`src/rtl/video_stream_capture.sv`:
```
// Video capture front end. It samples the core pixel bus on the pixel enable
// and expands RGB to ARGB8888. Each word is tagged with SOF/EOL, buffered in a
// show-ahead FIFO and offered on a valid/ready stream. The block also measures
// raster geometry.
module video_stream_capture #(
  parameter int R_BITS     = 3,
  parameter int G_BITS     = 3,
  parameter int B_BITS     = 3,
  parameter int FIFO_DEPTH = 16,
  parameter int BLANK_MODE = 0,
  parameter int CNT_W      = 10
) (
  input  logic              Clk_I,
  input  logic              Reset_n,
  input  logic              Pix_En_I,
  input  logic [R_BITS-1:0] Red_I,
  input  logic [G_BITS-1:0] Green_I,
  input  logic [B_BITS-1:0] Blue_I,
  input  logic              HBlank_I,
  input  logic              VBlank_I,
  output logic [31:0]       Pix_Data_O,
  output logic              Pix_Sof_O,
  output logic              Pix_Eol_O,
  output logic              Pix_Valid_O,
  input  logic              Pix_Ready_I,
  input  logic              Ovf_Clr_I,
  output logic              Overflow_O,
  output logic [CNT_W-1:0]  Line_Width_O,
  output logic [CNT_W-1:0]  Frame_Lines_O,
  output logic [15:0]       Frame_Count_O
);

  localparam int AW = (FIFO_DEPTH > 1) ? $clog2(FIFO_DEPTH) : 1;
  localparam int CW = AW + 1;

  logic [7:0]       w_r8, w_g8, w_b8;
  logic [31:0]      w_samp_data;
  logic             w_act_sample, w_active, w_vb_fall, w_vb_rise, w_sof_now;
  logic             w_push, w_push_eol, w_load, w_eol_geo;
  logic             w_valid, w_pop, w_full, w_wr, w_drop;
  logic [33:0]      w_head;
  logic [CNT_W-1:0] w_line_cnt_nx;

  logic             r_pend_valid, r_pend_sof, r_pend_hb, r_pend_act;
  logic [31:0]      r_pend_data;
  logic             r_vb_prev, r_vb_seen, r_sof_arm;
  logic [33:0]      r_mem [FIFO_DEPTH];
  logic [AW-1:0]    r_wr_ptr, r_rd_ptr;
  logic [CW-1:0]    r_count;
  logic             r_overflow;
  logic [CNT_W-1:0] r_pix_cnt, r_line_cnt, r_line_width, r_frame_lines;
  logic [15:0]      r_frame_cnt;

  // MSB-first bit replication of each channel to 8 bits
  for (genvar i = 0; i < 8; i++) begin : g_expand
    assign w_r8[7-i] = Red_I[R_BITS-1-(i % R_BITS)];
    assign w_g8[7-i] = Green_I[G_BITS-1-(i % G_BITS)];
    assign w_b8[7-i] = Blue_I[B_BITS-1-(i % B_BITS)];
  end

  assign w_act_sample = ~HBlank_I & ~VBlank_I;
  assign w_active     = Pix_En_I & w_act_sample;
  assign w_samp_data  = w_act_sample ? {8'hFF, w_r8, w_g8, w_b8} : '0;
  // A VBlank edge needs two samples, so the first sample after reset never counts as one
  assign w_vb_fall    = Pix_En_I & r_vb_seen & r_vb_prev & ~VBlank_I;
  assign w_vb_rise    = Pix_En_I & r_vb_seen & ~r_vb_prev & VBlank_I;
  assign w_sof_now    = w_act_sample & (r_sof_arm | w_vb_fall);

  // Pending-stage control: decide push, EOL tag and reload for this sample
  always_comb begin
    w_push     = Pix_En_I & r_pend_valid;
    w_load     = 1'b0;
    w_push_eol = 1'b0;
    if (BLANK_MODE != 0) begin
      w_load     = Pix_En_I;
      w_push_eol = HBlank_I & ~r_pend_hb;
    end else begin
      w_load     = w_active;
      w_push_eol = ~w_act_sample;
    end
  end

  // Geometry only follows lines whose last pixel was active (matters when blanking is streamed)
  assign w_eol_geo = w_push & w_push_eol & r_pend_act;

  assign w_valid = (r_count != '0);
  assign w_pop   = w_valid & Pix_Ready_I;
  assign w_full  = (r_count == CW'(FIFO_DEPTH));
  assign w_wr    = w_push & (~w_full | w_pop);
  assign w_drop  = w_push & w_full & ~w_pop;
  assign w_head  = r_mem[r_rd_ptr];

  assign Pix_Valid_O   = w_valid;
  assign Pix_Data_O    = w_valid ? w_head[31:0] : '0;
  assign Pix_Eol_O     = w_valid & w_head[32];
  assign Pix_Sof_O     = w_valid & w_head[33];
  assign Overflow_O    = r_overflow;
  assign Line_Width_O  = r_line_width;
  assign Frame_Lines_O = r_frame_lines;
  assign Frame_Count_O = r_frame_cnt;

  // Pending register, VBlank edge tracking and SOF arming
  always_ff @(posedge Clk_I) begin
    if (!Reset_n) begin
      r_pend_valid <= 1'b0;
      r_pend_sof   <= 1'b0;
      r_pend_hb    <= 1'b0;
      r_pend_act   <= 1'b0;
      r_pend_data  <= '0;
      r_vb_prev    <= 1'b0;
      r_vb_seen    <= 1'b0;
      r_sof_arm    <= 1'b0;
    end else if (Pix_En_I) begin
      r_vb_prev <= VBlank_I;
      r_vb_seen <= 1'b1;
      r_sof_arm <= (r_sof_arm | w_vb_fall) & ~w_act_sample;
      if (w_load) begin
        r_pend_valid <= 1'b1;
        r_pend_sof   <= w_sof_now;
        r_pend_hb    <= HBlank_I;
        r_pend_act   <= w_act_sample;
        r_pend_data  <= w_samp_data;
      end else begin
        r_pend_valid <= 1'b0;
      end
    end
  end

  // FIFO storage; contents are never read while the count is zero
  always_ff @(posedge Clk_I) begin
    if (w_wr) r_mem[r_wr_ptr] <= {r_pend_sof, w_push_eol, r_pend_data};
  end

  // FIFO pointers, occupancy and sticky overflow
  always_ff @(posedge Clk_I) begin
    if (!Reset_n) begin
      r_wr_ptr   <= '0;
      r_rd_ptr   <= '0;
      r_count    <= '0;
      r_overflow <= 1'b0;
    end else begin
      if (w_wr)  r_wr_ptr <= r_wr_ptr + 1'b1;
      if (w_pop) r_rd_ptr <= r_rd_ptr + 1'b1;
      if (w_wr && !w_pop)      r_count <= r_count + 1'b1;
      else if (!w_wr && w_pop) r_count <= r_count - 1'b1;
      if (w_drop)         r_overflow <= 1'b1;
      else if (Ovf_Clr_I) r_overflow <= 1'b0;
    end
  end

  // Line count including an EOL pushed on the same sample as a VBlank rise
  always_comb begin
    w_line_cnt_nx = r_line_cnt;
    if (w_eol_geo && r_line_cnt != '1) w_line_cnt_nx = r_line_cnt + 1'b1;
  end

  // Raster geometry counters
  always_ff @(posedge Clk_I) begin
    if (!Reset_n) begin
      r_pix_cnt     <= '0;
      r_line_cnt    <= '0;
      r_line_width  <= '0;
      r_frame_lines <= '0;
      r_frame_cnt   <= '0;
    end else if (Pix_En_I) begin
      if (w_eol_geo) begin
        r_line_width <= r_pix_cnt;
        r_pix_cnt    <= '0;
      end else if (w_active && r_pix_cnt != '1) begin
        r_pix_cnt <= r_pix_cnt + 1'b1;
      end
      if (w_vb_rise) begin
        r_frame_lines <= w_line_cnt_nx;
        r_line_cnt    <= '0;
        r_frame_cnt   <= r_frame_cnt + 1'b1;
      end else begin
        r_line_cnt <= w_line_cnt_nx;
      end
    end
  end

endmodule
```
`config.mk`:
```
export PLATFORM = sky130hd
export DESIGN_NAME = video_stream_capture
export DESIGN_NICKNAME = d
export VERILOG_FILES = /design/src/rtl/video_stream_capture.sv
export SDC_FILE = /design/constraint.sdc
export NUM_CORES = 1
export LEC_CHECK = 0
export ABC_CLOCK_PERIOD_IN_PS = 5400
export BUFFER_PORTS_ARGS = -buffer_cell sky130_fd_sc_hd__clkbuf_2
export CORE_ASPECT_RATIO = 0.75
export CORE_UTILIZATION = 31
export CTS_CLUSTER_DIAMETER = 60
export DETAILED_ROUTE_END_ITERATION = 6
export MAX_ROUTING_LAYER = met4
export PLACE_DENSITY_LB_ADDON = 0.15
export SLEW_MARGIN = 20
export SYNTH_ARGS = -nofsm -noshare
export SYNTH_HDL_FRONTEND = slang
export SYNTH_SLANG_ARGS = --single-unit
```
`constraint.sdc`:
```
create_clock -name Clk_I -period 5.4 [get_ports Clk_I]
set_input_delay 0.81 -clock Clk_I [delete_from_list [all_inputs] [get_ports Clk_I]]
set_output_delay 0.81 -clock Clk_I [all_outputs]
set_load 0.03 [all_outputs]
```
Yosys cells after proc, flatten, opt, wreduce, memory -nomap -nowiden
Memories as Yosys holds them, arrays and structs flattened. A register that Yosys moved wholly into a read port is not among the register bits.
Index checks and enable logic that the tools add are counted.

operators by class
  add/sub/neg operators = 7
  equality and inequality tests = 3
  mux-type cells = 15
  bitwise logic cells = 26
  reductions and logical operators = 14

operators by type and width
  cell                                                                count
  32-bit 2-to-1 mux                                                   2
  10-bit 2-to-1 mux                                                   4
  10-bit by 1-bit adder with 10-bit output, second input constant     2
  10-bit != test, second input constant                               2
  1-bit bitwise AND                                                   18
  16-bit by 1-bit adder with 16-bit output, second input constant     1
  5-bit 2-to-1 mux                                                    2
  4-bit by 1-bit adder with 4-bit output, second input constant       2
  4-bit 2-to-1 mux                                                    2
  2-bit AND reduction                                                 4
  1-bit NOT                                                           6
  2-bit nonzero test                                                  3
  5-bit by 1-bit adder with 5-bit output, second input constant       1
  5-bit equality test, second input constant                          1
  1-bit 2-to-1 mux                                                    5
  5-bit nonzero test                                                  1
  5-bit by 1-bit subtractor with 5-bit output, second input constant  1
  1-bit logical AND                                                   4
  1-bit zero test                                                     2
  1-bit OR                                                            2

word-level totals
  register bits = 108
  RAM bits = 544
  input bits = 16
  output and inout bits = 72
  word-level logic and storage cells = 82
  memories kept = 1

memories
  name   words  bits a word  rd ports  clocked after Yosys merged registers in  wr ports  RTL line  source
  r_mem  16     34           1         1                                        1         47        logic [33:0] r_mem [FIFO_DEPTH];

Longest topological paths before layout
  depth in word-level cells = 8
  mapped depth = 10
  mapped depth without buffers = 9

Worst setup path before layout
Ideal clock, no wire load.

  path kind = register -> output
  start = reg r_count[0]
  end = out Pix_Data_O[25]
  arrival = 2397 ps
  required time = 4590 ps
  path slack = 2193 ps
  stages on the path, launching flop included = 7
  path buffers = 2
  cell sequence = dfxtp_1 -> nor4_1 -> nand2b_1 -> nand2b_1 -> clkbuf_1 -> o22ai_1 -> buf_4

between the ends
  cells in the longest elaborated chain, start to end = 2

RTL lines
  what                    RTL line  source
  from (decl)             49        logic [CW-1:0] r_count;
  from (signal assigned)  144       if (w_wr && !w_pop) r_count <= r_count + 1'b1;
  from (signal assigned)  145       else if (!w_wr && w_pop) r_count <= r_count - 1'b1;
  5-bit nonzero test      86        assign w_valid = (r_count != '0);
  via Pix_Valid_O         24        output logic Pix_Valid_O,
  32-bit 2-to-1 mux       94        assign Pix_Data_O = w_valid ? w_head[31:0] : '0;
  to (decl)               21        output logic [31:0] Pix_Data_O,

The timed path passes the listed nets, and every way through them passes these cells.

Final worst setup path
  start = reg r_count[0]
  end = out Pix_Data_O[29]

between the ends
  cells in the longest elaborated chain, start to end = 2

RTL lines
  what                RTL line
  5-bit nonzero test  86
  32-bit 2-to-1 mux   94

No other way between the ends.

==> summary.md <==
| Metric | Value |
|---|---|
| First-pass GRT wire length | between 30000 and 40000 um |
| Drt wl/cell | ~19 um |
| Final Non-Filler Cells | 1346 |
| Initial antenna violation count | 0 |
| Initial core utilization | a little under a third |
| XOR/XNOR Fraction of Synth Area | about 1.5% |
| DP Area | between 10000 and 15000 um2 |
| Synthesized area | ~11000 um2 |
| Yosys cell types | 51 |
| Crit-path most repeated cell | nand2b_1 |
| All-Layer GR Usage | approximately 14% |
| Syn avg cell area | roughly 15 um2 |
| Clk_skew | ~0.02 ns |
| N_diodes | 0 |
| Pre-antenna DRT Iters | 4 |
| Synth top cells by count | edfxtp_1, dfxtp_1, nand2_1, nor2_1, mux4_2 |
| Simple-gate share of the synthesized area | 8.93% |
| CP arrival | 3.12 ns |
| Crit-path cells | nor4_1, nand2b_1, nand2b_1, o22ai_1, clkbuf_2 |
| Syn-to-layout area delta | 17.3% |
| DRC viols | 0 |
| Slowest stage delay, CP | about 0.75 ns |
| Vias in the first global route | between 6000 and 7000 |
| Routed wire length | around 26000 um |
| CTS tree | yes |
| Worst vdd ir | 200 uV |
| Sequential share of the synthesized area | ~67% |
| Row count | 60 |
| Crit. End Element | primary output |
| Final Cell Area | ~13000 um2 |
| Gp weighted congestion | 0.726 |
| Slew @ Worst Pin | a little over 1 ns |
| Die Wd | between 200 and 250 um |
| Iter 0 DRT Violations | around 350 |
| Clk slew on worst S/H paths | roughly 0.060 ns |
| Worst setup SP type | flip-flop |
| Ys Warns | 0 |
| Hold_buf cts | 0 |
| Routed Antenna Nets | 0 |
| HPWL after DPL | 16100 um |
| Slew margin rel. | approximately a third |
| Die Span Y | 168 um |
| Main combinational cell family by area after synthesis | multiplexers |
| Setup Buffers After CTS | 0 |
| Max_cap viols | 0 |
| Syn Nets | just over 800 |
| Vias post-DR | around 6500 |
| Setup_tns | 0 ns |
| Adder-Cell Fraction of Synth Area | around 1.5% |
| Slew Limit Fails | 0 |
| CP required | about 4.6 ns |
| Worst Hold Class | flip-flop to flip-flop |
| Min Tclk post-route | about 3.9 ns |
| Core ar. | 36000 um2 |
| Post-synth EDFFs | approximately 190 |
| Post-CTS resize count | 0 |
| Ratio of cells with drive above 1 in the final layout | 24.9% |
| Fmax | 255 MHz |
| CTS Buffer Depth | 3 |
| IO buf count | 87 |
| Num CTS Buffers | 29 |
| Largest net degree at the start of global routing | 55 |
| Ys flop type | edfxtp_1 |
| Crit path kind | flip-flop to primary output |
| Synth top area share | 50.8% |
| CP max FO | 12 |
| Io pins | just under 90 |
| Hold Violations, Final | 0 |
| Final worst-path cycle share | a little over 70% |
| P_leak | around 4.4 nW |
| Clock sink total | about 280 |
| RSZ-0062 raised after global routing | false |
| Crit-path slowest cell | nor4_1 |
| Vias per inst | roughly 4.8 |
| H-tree Lvls | 1 |
| Compound-cell area share of the yosys netlist | between 5 and 6% |
| Outcome | complete, no violations |
| Mux cell area share after synthesis | between 10 and 15% |
| Die area | 37400 um2 |
| GRT overflow | 0 |
| Synth top area cells | edfxtp_1, dfxtp_1, mux4_2, mux2i_1, nand2_1 |
| Later-pin clock latency in the skew report | 0.57 ns |
| Clock root buffer | clkbuf_16 |
| Synth async-reset ratio | 0% |
| Post-synth top area cell | edfxtp_1 |
| Top-count cell post-synth | edfxtp_1 |
| Final Core Density | a little under two fifths |
| PwrDens | 425 nW/um2 |
| Inst Count DP | between 1000 and 1500 |
| #FFs+latches synth | roughly 280 |
| Post-Syn Instances | a little under 800 |
| Fillers | about 3400 |
| Nets | 887 |
| Final setup viols | 0 |
[report_power, final]
group	leakage (nW)	switching, W	internal, W
logic	1.42	0.000619	0.000369
registers	2.47	0.0000994	0.00232
clock network	0.523	0.000855	0.00139
total	4.41	0.00157	0.00408
[per-layer routing]
layer	up-vias	GRT usage [%]	share of wire [%]
met5	-	-	0
met4	0	2.97	1.6
met1	3278	21.0	52
met3	33	2.28	3.6
li1	3114	-	-
met2	89	20.8	43
[kinds of logic after synthesis]
kind of cell,Yosys count
adders and majority gates,13
muxes,85
AOI/OAI and AO/OA,104
and+or+nand+nor,206
xor gates and xnor gates,19
buffers and inverters,73
DFF,281
[worst max-delay path: cells and delay by family (launching register included)]
kind | cells | cell delay, ns
AOI/OAI and AO/OA | 1 | 0.36
buffers and inverters | 1 | 0.27
DFF | 1 | 0.37
and+or+nand+nor | 3 | 1.57
[metrics by stage]
step	hold WS, ns	total power, W	setup WS, ns
6_report	0.457	0.00565	1.47
5_1_grt	0.460	0.00588	1.14
4_1_cts	0.440	0.00572	1.38
3_5_place_dp	0.447	0.00346	1.99
3_3_place_gp	0.444	0.00346	1.97
2_1_floorplan	0.458	0.00328	2.19
[flip-flops by register name, indices dropped and copies added, names as in the netlist, 4 cells and up, named ones only]
register	flops
Frame_Count_O	16
r_wr_ptr	4
r_rd_ptr	4
r_mem	192
r_pix_cnt	10
r_line_cnt	10
Frame_Lines_O	10
r_count	5
Line_Width_O	10
r_pend_data	10
[final timing paths]
kind,start,endpoint,slack (ns),cells after the start
min reg2reg,Line_Width_O[5],Line_Width_O[5],0.46,2
min,Line_Width_O[5],Line_Width_O[5],0.46,2
max reg2reg,r_count[0],r_count[4],2.27,9
max,r_count[0],Pix_Data_O[29],1.47,5
[placed cells by master (no fill, tap or decap), types with 12 or more instances in the layout]
| master | count |
|---|---|
| mux2i_1 | 37 |
| o22ai_1 | 12 |
| nand2_1 | 65 |
| ha_1 | 12 |
| dfxtp_1 | 86 |
| buf_4 | 19 |
| clkbuf_2 | 87 |
| o21ai_0 | 19 |
| edfxtp_1 | 192 |
| nand3_1 | 20 |
| nor2_1 | 52 |
| a21oi_1 | 41 |
| clkbuf_16 | 29 |
| mux4_2 | 48 |
[area by class of cell]
class                   instances  area, um2  share of cell area [%]
inverters                      12       46.3                   0.348
well taps                     465        582                    4.37
flip-flops and latches        281       7550                    56.8
clock buffers                  32        757                    5.69
clock inverters                22        324                    2.44
multi-input cells             427       3440                    25.9
repair buffers                107        598                    4.50
(Power assumes the default switching activity.)
